$ cat config.mk
export PLATFORM = sky130hd
export DESIGN_NAME = fpu_i2f_wb_stage
export DESIGN_NICKNAME = d
export VERILOG_FILES = /design/src/rtl/fpu_i2f_wb_stage_pkg.sv /design/src/rtl/fpu_i2f_wb_stage_fifo.sv /design/src/rtl/fpu_i2f_wb_stage_recfn.sv /design/src/rtl/fpu_i2f_wb_stage.sv
export SDC_FILE = /design/constraint.sdc
export NUM_CORES = 1
export LEC_CHECK = 0
export ABC_CLOCK_PERIOD_IN_PS = 13190
export CORE_ASPECT_RATIO = 0.7
export CORE_MARGIN = 2
export CORE_UTILIZATION = 55
export CTS_CLUSTER_SIZE = 20
export DETAILED_ROUTE_END_ITERATION = 8
export PLACE_DENSITY_LB_ADDON = 0.12
export SLEW_MARGIN = 20
export SYNTH_ARGS = -nofsm -noshare
export SYNTH_HDL_FRONTEND = slang
export SYNTH_HIERARCHICAL = 1
export SYNTH_SLANG_ARGS = --single-unit
$ cat constraint.sdc
create_clock -name clk -period 13.19 [get_ports clk]
set_input_delay 2.638 -clock clk [delete_from_list [all_inputs] [get_ports clk]]
set_output_delay 2.638 -clock clk [all_outputs]
set_load 0.01 [all_outputs]
$ cat src/rtl/fpu_i2f_wb_stage_pkg.sv
// Shared FPU definitions: exception flag positions, NaN-box constant and the
// write-back result entry carried through the int-to-FP result buffer.
package fpu_i2f_wb_stage_pkg;

    localparam int unsigned FLAG_NV = 4;
    localparam int unsigned FLAG_DZ = 3;
    localparam int unsigned FLAG_OF = 2;
    localparam int unsigned FLAG_UF = 1;
    localparam int unsigned FLAG_NX = 0;

    localparam logic [31:0] NANBOX = 32'hFFFF_FFFF;

    typedef struct packed {
        logic [63:0] data;
        logic [4:0]  rd;
        logic [4:0]  exc;
    } res_entry_t;

    function automatic logic [63:0] nan_box32(input logic [31:0] f);
        return {NANBOX, f};
    endfunction

endpackage

$ cat src/rtl/fpu_i2f_wb_stage_fifo.sv
// Result buffer for the FP write-back path: DEPTH-entry circular FIFO with
// synchronous reset and flush; pointers wrap naturally at power-of-two depth.
module fpu_res_fifo
    import fpu_i2f_wb_stage_pkg::*;
#(
    parameter int unsigned DEPTH = 2,
    parameter type entry_t = res_entry_t
) (
    input  logic   clk,
    input  logic   rst,
    input  logic   flush_i,
    input  logic   push_i,
    input  logic   pop_i,
    input  entry_t wdata_i,
    output entry_t rdata_o,
    output logic   empty_o,
    output logic   full_o
);
    localparam int unsigned PW = $clog2(DEPTH);
    localparam int unsigned CW = PW + 1;

    entry_t        mem_q [DEPTH];
    logic [PW-1:0] wr_ptr_q, wr_ptr_d;
    logic [PW-1:0] rd_ptr_q, rd_ptr_d;
    logic [CW-1:0] count_q, count_d;
    logic          do_push;
    logic          do_pop;

    assign empty_o = (count_q == '0);
    assign full_o  = (count_q == CW'(DEPTH));

    assign do_push = push_i & ~full_o  & ~flush_i;
    assign do_pop  = pop_i  & ~empty_o & ~flush_i;

    always_comb begin
        wr_ptr_d = wr_ptr_q;
        rd_ptr_d = rd_ptr_q;
        count_d  = count_q;
        if (flush_i) begin
            wr_ptr_d = '0;
            rd_ptr_d = '0;
            count_d  = '0;
        end else begin
            if (do_push) wr_ptr_d = wr_ptr_q + PW'(1);
            if (do_pop)  rd_ptr_d = rd_ptr_q + PW'(1);
            count_d = count_q + CW'(do_push) - CW'(do_pop);
        end
    end

    always_ff @(posedge clk) begin
        if (rst) begin
            wr_ptr_q <= '0;
            rd_ptr_q <= '0;
            count_q  <= '0;
        end else begin
            wr_ptr_q <= wr_ptr_d;
            rd_ptr_q <= rd_ptr_d;
            count_q  <= count_d;
        end
    end

    // Storage is not reset; validity is tracked solely by count_q.
    always_ff @(posedge clk) begin
        if (do_push && !rst) begin
            mem_q[wr_ptr_q] <= wdata_i;
        end
    end

    assign rdata_o = mem_q[rd_ptr_q];

endmodule

$ cat src/rtl/fpu_i2f_wb_stage_recfn.sv
// HardFloat-compatible recoded-to-IEEE converter (recFNToFN), parameterised
// by exponent and significand width.
module recFNToFN #(
    parameter int expWidth = 8,
    parameter int sigWidth = 24
) (
    input  logic [expWidth+sigWidth:0]   in,
    output logic [expWidth+sigWidth-1:0] out
);
    localparam int SHW = $clog2(sigWidth - 1);
    localparam logic [expWidth:0]   MIN_NORM_EXP = (expWidth+1)'((1 << (expWidth - 1)) + 2);
    localparam logic [expWidth-1:0] EXP_BIAS     = expWidth'((1 << (expWidth - 1)) + 1);

    logic                  sign;
    logic [expWidth:0]     sExp;
    logic [sigWidth-2:0]   fract;
    logic                  isZero;
    logic                  isSpecial;
    logic                  isNaN;
    logic                  isInf;
    logic                  isSubnormal;
    logic [SHW-1:0]        denormShiftDist;
    logic [sigWidth-1:0]   denormSig;
    logic [expWidth-1:0]   expOut;
    logic [sigWidth-2:0]   fractOut;

    assign sign  = in[expWidth+sigWidth];
    assign sExp  = in[expWidth+sigWidth-1 -: expWidth+1];
    assign fract = in[sigWidth-2:0];

    assign isZero      = (sExp[expWidth -: 3] == 3'b000);
    assign isSpecial   = (sExp[expWidth -: 2] == 2'b11);
    assign isNaN       = isSpecial &  sExp[expWidth-2];
    assign isInf       = isSpecial & ~sExp[expWidth-2];
    assign isSubnormal = (sExp < MIN_NORM_EXP);

    // Subnormals re-insert the hidden bit and shift right by the distance the
    // recoded exponent sits below the minimum normal exponent.
    assign denormShiftDist = SHW'(1) - sExp[SHW-1:0];
    assign denormSig       = {1'b0, ~isZero, fract[sigWidth-2:1]} >> denormShiftDist;

    always_comb begin
        expOut   = isSubnormal ? '0 : (sExp[expWidth-1:0] - EXP_BIAS);
        expOut   = expOut | {expWidth{isNaN | isInf}};
        fractOut = isSubnormal ? denormSig[sigWidth-2:0] : (isInf ? '0 : fract);
    end

    assign out = {sign, expOut, fractOut};

endmodule

$ cat src/rtl/fpu_i2f_wb_stage.sv
// Int-to-FP / FMV write-back stage: converts recoded results to IEEE at the
// input, buffers them for the FP register file and accumulates sticky fflags.
module fpu_i2f_wb_stage
    import fpu_i2f_wb_stage_pkg::*;
#(
    parameter int unsigned DEPTH = 2
) (
    input  logic        clk,
    input  logic        rst,
    input  logic        flush,
    input  logic        in_valid,
    output logic        in_ready,
    input  logic [64:0] in_rec_data,
    input  logic [4:0]  in_exc,
    input  logic        in_fp64,
    input  logic [4:0]  in_rd,
    output logic        out_valid,
    input  logic        out_ready,
    output logic [63:0] out_data,
    output logic [4:0]  out_rd,
    output logic [4:0]  out_exc,
    output logic [4:0]  fflags,
    input  logic        fflags_clr
);
    logic [31:0] f32;
    logic [63:0] f64;
    res_entry_t  in_entry;
    res_entry_t  head;
    logic        fifo_empty;
    logic        fifo_full;
    logic        push;
    logic        pop;
    logic [4:0]  fflags_q, fflags_d;

    recFNToFN #(.expWidth(8), .sigWidth(24)) u_cvt32 (
        .in  (in_rec_data[32:0]),
        .out (f32)
    );

    recFNToFN #(.expWidth(11), .sigWidth(53)) u_cvt64 (
        .in  (in_rec_data),
        .out (f64)
    );

    always_comb begin
        in_entry.data = in_fp64 ? f64 : nan_box32(f32);
        in_entry.rd   = in_rd;
        in_entry.exc  = in_exc;
    end

    assign in_ready  = ~fifo_full;
    assign out_valid = ~fifo_empty;
    assign push      = in_valid  & in_ready  & ~flush;
    assign pop       = out_valid & out_ready & ~flush;

    fpu_res_fifo #(
        .DEPTH   (DEPTH),
        .entry_t (res_entry_t)
    ) u_fifo (
        .clk     (clk),
        .rst     (rst),
        .flush_i (flush),
        .push_i  (push),
        .pop_i   (pop),
        .wdata_i (in_entry),
        .rdata_o (head),
        .empty_o (fifo_empty),
        .full_o  (fifo_full)
    );

    assign out_data = out_valid ? head.data : '0;
    assign out_rd   = out_valid ? head.rd   : '0;
    assign out_exc  = out_valid ? head.exc  : '0;

    // Clear is applied before OR-ing, so a flag popped in the clear cycle survives.
    always_comb begin
        fflags_d = (fflags_clr ? '0 : fflags_q) | (pop ? out_exc : '0);
    end

    always_ff @(posedge clk) begin
        if (rst) begin
            fflags_q <= '0;
        end else begin
            fflags_q <= fflags_d;
        end
    end

    assign fflags = fflags_q;

endmodule

* Word-level counts from Yosys, hierarchy flattened
Memories as Yosys holds them, arrays and structs flattened. A register that Yosys moved wholly into a read port is not among the register bits. Index checks and enable logic that the tools add are counted.
Word-level totals: memories 1, register bits 9, RAM bits 148
Cells by class: add/subtract/negate cells 8, magnitude comparators 2, reductions and logical operators 6, shift operators 2, eq/ne operators 3, bitwise logic cells 24, multiplexer cells 16
Memories:
- u_fifo.mem_q | depth 2, width 74, read ports 1, clocked after Yosys merged registers in 1, write ports 1, RTL line fpu_i2f_wb_stage_fifo.sv:22 | entry_t mem_q [DEPTH];
Operators with widths (number):
- 64-bit 2-to-1 mux | 2
- 52-bit 2-to-1 mux | 2
- 52-bit by 6-bit >> shifter with 52-bit output | 1
- 23-bit 2-to-1 mux | 2
- 23-bit by 5-bit >> shifter with 23-bit output | 1
- 5-bit 2-to-1 mux | 4
- 1-bit bitwise AND | 12
- 12-bit by 11-bit less-than comparator with 1-bit output (second input constant) | 1
- 11-bit 2-to-1 mux | 1
- 11-bit bitwise OR | 1
- 11-bit subtractor (second input constant) | 1
- 9-bit by 8-bit less-than comparator with 1-bit output (second input constant) | 1
- 8-bit 2-to-1 mux | 1
- 8-bit bitwise OR | 1
- 8-bit subtractor (second input constant) | 1
- 1-bit inverter | 7
- 2-bit == test (second input constant) | 3
- 3-bit zero test | 2
- 1-bit by 6-bit subtractor with 6-bit output (first input constant) | 1
- 5-bit bitwise OR | 1
- 1-bit by 5-bit subtractor with 5-bit output (first input constant) | 1
- 1-bit 2-to-1 mux | 4
- 1-bit adder (second input constant) | 2
- 2-bit by 1-bit adder with 2-bit output | 1
- 6 further kinds | 7

* Depth between registers and ports, before layout
depth after elaboration 9, depth in mapped cells 13

* Hierarchy
Netlist, hierarchy kept.
By module, submodules not included:
- fpu_res_fifo | cells each 258, times used 1, sequential area each 4544.4 um^2, area an instance 5833.1 um^2
- recFNToFN at u_cvt64 | cells each 488, times used 1, sequential area each 0.0 um^2, area an instance 4197.8 um^2
- recFNToFN at u_cvt32 | cells each 218, times used 1, sequential area each 0.0 um^2, area an instance 1767.9 um^2
- fpu_i2f_wb_stage | cells each 180, times used 1, sequential area each 100.1 um^2, area an instance 1345.0 um^2

* Worst setup path before layout
Ideal clock, no wire load.
kind input -> register, start point input flush, end point memory u_fifo/mem_q[0][0] in the netlist's numbering (enable), stages on the path 2, arrival 6.099 ns, path slack 6.585 ns, required time 12.683 ns, library setup time 0.507 ns, cells stage by stage or3_1 -> nor2_1
On the way: longest elaborated chain between the ends 7
RTL lines:
- start, declared | RTL line fpu_i2f_wb_stage.sv:10 | input logic flush,
- 1-bit inverter (*) | RTL line fpu_i2f_wb_stage_fifo.sv:32, fpu_i2f_wb_stage.sv:53
- 1-bit bitwise AND | RTL line fpu_i2f_wb_stage.sv:53 | assign push = in_valid & in_ready & ~flush;
- 1-bit bitwise AND | RTL line fpu_i2f_wb_stage_fifo.sv:32 | assign do_push = push_i & ~full_o & ~flush_i;
- 1-bit bitwise AND (*) | RTL line fpu_i2f_wb_stage_fifo.sv:32
- 1-bit logical AND (*) | RTL line fpu_i2f_wb_stage_fifo.sv:64 | if (do_push && !rst) begin
- 1-bit 2-to-1 mux (*) | RTL line fpu_i2f_wb_stage_fifo.sv:64
- 1-bit 2-to-1 mux (not written as such) (*) | RTL line fpu_i2f_wb_stage_fifo.sv:65 | mem_q[wr_ptr_q] <= wdata_i;
- end, declared | RTL line fpu_i2f_wb_stage_fifo.sv:22
Mark *: on every way between the ends. The rest lies on a longest branch, timed or not.

==> flow_metrics.py <==
metrics = {
    "outcome": {
        "run_status": "complete, no violations",
    },
    "floorplan": {
        "floorplan.die.width_um": 189,
        "die_height_um": 133,
        "floorplan.initialDensity": 0.557,
        "fp-row-count": 47,
        "floorplan.io_pins": 163,
        "core_area_um2": 23600,
        "fp.dieArea_um2": 25200,
    },
    "drt": {
        "vias": 10500,
        "vias_per_cell": 6.67,
        "totalWireLength_mm": 41.4,
        "drc": 0,
        "detail_route.first_pass.iterations": 6,
        "wire_per_inst_um": 26.2,
        "initialDrtViolationCount": 1445,
        "final_antenna_net_count": 0,
    },
    "critical_path": {
        "cpPeakStageDelay_ns": 0.73,
        "path_class": "primary input to register",
        "sum_of_buffers_and_inverters_on_the_critical_path": 3,
        "worst-endpoint-required_ns": 13.37,
        "timing.critical_path.mode_cell": "sky130_fd_sc_hd__mux2_2",
        "r2r-end": "u_fifo/count_q[1]",
        "worst-r2r-setup-slack_ns": 10.27,
        "setup.worst_path.start_class": "primary input",
        "worstRegToRegCells": 12,
        "timing.critical_path.to_type": "register",
        "critPathMaxFanout": 67,
        "critical_path.cell_chain": "clkdlybuf4s50_1, inv_1, ha_1, xor2_4, buf_4, mux2i_1, mux2_2, mux4_2, a221o_1, mux2_2",
        "crit-reg2reg-launch": "u_fifo/count_q[1]",
        "critical-path-top-delay-family": "multiplexers",
        "critPathSlowestCell": "sky130_fd_sc_hd__buf_4",
        "data_arrival_time_of_the_worst_path_ns": 6.38,
    },
    "clock_tree": {
        "clk_path_buf_depth": 2,
        "post_cts_resized": 0,
        "numCtsBuffers": 17,
        "cts_tree": "yes",
        "cts.root.buffer_cell": "sky130_fd_sc_hd__clkbuf_16",
        "clkLatencyLatePin_ns": 0.44,
        "cts.htree.levels": 4,
        "cts_hold_repair.buffers": 0,
        "cts_num_sinks": 158,
        "post_cts_buffers": 0,
        "clkTransAtPathRegs_ns": 0.07,
    },
    "synth": {
        "synthesis.area_per_instance_um2": 11.5,
        "synthesized_instance_count": 1144,
        "async_set_or_reset_flop_fraction_in_the_synthesized_netlist": 0,
        "synthesis.yosys.warnings": 6,
        "ys_seq_elements": 158,
        "synth_sequential_area_ratio": 0.353,
        "dominantRegCellSynth": "sky130_fd_sc_hd__edfxtp_1",
        "synth.net_count": 1234,
        "synth_cell_type_count": 84,
        "synth_edf_count": 148,
        "synth_area_um2": 13100,
    },
    "global_routing": {
        "grt.overflow.total": 0,
        "grt_pass1_wl_mm": 61.9,
        "globalRouteTotalUtil": 0.329,
        "grt_antenna_before_repair": 1,
        "number_of_global_route_vias_before_repair": 9695,
        "grt_start_max_net_pins": 75,
    },
    "cells_and_area": {
        "num_antenna_cells": 0,
        "area_growth_pct": 16.6,
        "layout.core_utilization": 0.650,
        "final_common_cell": "sky130_fd_sc_hd__clkdlybuf4s50_1",
        "fillers": 1829,
        "nNetsFinal": 1337,
        "layout_common_cells": "sky130_fd_sc_hd__clkdlybuf4s50_1, sky130_fd_sc_hd__edfxtp_1, sky130_fd_sc_hd__mux2i_1",
        "drive_gt1_frac": 0.217,
    },
    "timing": {
        "maxClockFrequency_mhz": 161,
        "totalNegativeSetupSlack_ns": 0,
        "setup_repair_after_global_routing_missed_its_margin": "false",
        "timing.final.crit_period_ns": 6.20,
        "finalSetupViolations": 0,
        "final.period_utilization": 0.470,
        "max-slew-margin-rel": 0.283,
        "final_hold_viol_count": 0,
        "maxSlewViolCount": 0,
        "clock_skew_ns": 0.0134,
        "worst-slew-pin-transition_ns": 1.08,
    },
    "place": {
        "gp_congestion": 0.987,
        "hpwlAfterDp_mm": 29.1,
        "port_bufs": 162,
    },
    "worst_hold_path": {
        "hold_path_end": "fflags[3]",
        "hp-start": "fflags[3]",
        "hold_path.class": "register to register",
        "holdPathStages": 2,
    },
    "run": {
        "max_cap_violations": 0,
    },
    "power": {
        "power_per_cell_area_nw_per_um2": 95.4,
        "cellLeakagePower_nw": 5.47,
        "irDropWorstVdd_mv": 0.0900,
    },
}
-- kinds of logic after synthesis --
| family | after synthesis | share of synthesized area |
|---|---|---|
| AO/OA/AOI/OAI | 185 | 0.107 |
| XOR/XNOR | 25 | 0.0192 |
| adder cells (fa/ha/maj) | 8 | 0.00762 |
| buffers and inverters | 121 | 0.0524 |
| flip-flops | 158 | 0.353 |
| multiplexers | 310 | 0.321 |
| AND/OR/NAND/NOR | 337 | 0.139 |
-- area by class of cell --
cell class                 instances  area, µm²  share of cell area
clock inverter                    14        149             0.00972
inverter                          23       86.3             0.00563
multi-input combinational        865       7850               0.512
clock buffer                      18        429              0.0280
tap                              318        398              0.0260
timing repair buffer             182       1760               0.115
sequential                       158       4650               0.303
-- registers in the layout, summed over array words and instances (netlist names), named ones only --
register and count:
u_fifo/wr_ptr_q 1, u_fifo/rd_ptr_q 1, u_fifo/count_q 2, u_fifo/mem_q 148, fflags 5
-- how the worst max path moves through the flow --
stage / depth (start not counted) / from / slack, ns / end
after floorplan: 2 / flush / 6.58 / u_fifo/mem_q[0][0]
after global placement: 10 / in_rec_data[54] / 6.77 / u_fifo/mem_q[0][29]
after detailed placement: 10 / in_rec_data[54] / 6.71 / u_fifo/mem_q[0][29]
after CTS: 10 / in_rec_data[54] / 7.14 / u_fifo/mem_q[0][29]
after global routing: 10 / in_rec_data[54] / 6.96 / u_fifo/mem_q[0][29]
final: 10 / in_rec_data[54] / 6.99 / u_fifo/mem_q[1][29]
-- cells in the mapped netlist, types with 6 or more instances --
library cell | instances | area share
sky130_fd_sc_hd__a211oi_1 | 10 | 0.0057
sky130_fd_sc_hd__a21oi_1 | 19 | 0.0072
sky130_fd_sc_hd__a221o_1 | 17 | 0.013
sky130_fd_sc_hd__a22o_1 | 23 | 0.015
sky130_fd_sc_hd__a22oi_1 | 23 | 0.013
sky130_fd_sc_hd__buf_2 | 44 | 0.017
sky130_fd_sc_hd__buf_4 | 11 | 0.0063
sky130_fd_sc_hd__buf_6 | 16 | 0.014
sky130_fd_sc_hd__clkbuf_1 | 22 | 0.0063
sky130_fd_sc_hd__dfxtp_1 | 10 | 0.015
sky130_fd_sc_hd__edfxtp_1 | 148 | 0.34
sky130_fd_sc_hd__ha_1 | 8 | 0.0076
sky130_fd_sc_hd__inv_1 | 22 | 0.0063
sky130_fd_sc_hd__mux2_2 | 82 | 0.070
sky130_fd_sc_hd__mux2_4 | 61 | 0.070
sky130_fd_sc_hd__mux2i_1 | 109 | 0.083
sky130_fd_sc_hd__mux4_2 | 53 | 0.091
sky130_fd_sc_hd__nand2_1 | 76 | 0.022
sky130_fd_sc_hd__nand2b_1 | 47 | 0.022
sky130_fd_sc_hd__nand3_1 | 32 | 0.012
sky130_fd_sc_hd__nand4_1 | 6 | 0.0029
sky130_fd_sc_hd__nor2_1 | 39 | 0.011
sky130_fd_sc_hd__nor2b_1 | 81 | 0.039
sky130_fd_sc_hd__nor3_1 | 11 | 0.0042
sky130_fd_sc_hd__o211ai_1 | 10 | 0.0057
sky130_fd_sc_hd__o21ai_0 | 27 | 0.010
sky130_fd_sc_hd__o21ai_1 | 6 | 0.0023
sky130_fd_sc_hd__o32ai_1 | 7 | 0.0047
sky130_fd_sc_hd__or3_1 | 7 | 0.0033
sky130_fd_sc_hd__xnor2_1 | 17 | 0.011
-- where the power goes --
group	leakage, nW	switching (mW)	total, mW	internal (mW)
logic	3.77	0.235	0.405	0.169
registers	1.42	0.00146	0.561	0.560
clock network	0.277	0.228	0.495	0.267
total	5.47	0.465	1.46	0.997
-- through the flow --
step                instances  total power, mW  hold WS [ns]  cell area (µm²)  setup slack [ns]
detailed placement       1546            0.958         0.469            14700              6.71
finish                   1578             1.46         0.478            15300              6.99
global placement         1546            0.959         0.459            14700              6.77
global route             1578             1.51         0.506            15300              6.96
CTS                      1578             1.45         0.479            15300              7.14
floorplan                1144            0.830         0.443            13100              6.58
-- worst reg2reg max path: stages, from the launching register on --
cell and delay (ns):
sky130_fd_sc_hd__dfxtp_1 0.36, sky130_fd_sc_hd__nor2_4 0.32, sky130_fd_sc_hd__buf_4 0.61, sky130_fd_sc_hd__or3b_1 0.34, sky130_fd_sc_hd__inv_1 0.07, sky130_fd_sc_hd__o21ai_0 0.14
sky130_fd_sc_hd__nor2_1 0.08, sky130_fd_sc_hd__ha_1 0.27, sky130_fd_sc_hd__inv_1 0.04, sky130_fd_sc_hd__ha_1 0.17, sky130_fd_sc_hd__xnor2_1 0.13, sky130_fd_sc_hd__xnor2_1 0.12
sky130_fd_sc_hd__and2_1 0.15
-- metal layers --
metal,part of all wire,track usage,vias to the layer above
li1,-,-,4591
met1,0.44,0.505,5120
met2,0.40,0.437,760
met3,0.14,0.119,60
met4,0.017,0.0803,2
met5,0.00022,0,-
Note: power is estimated with default switching activity, not from simulation.
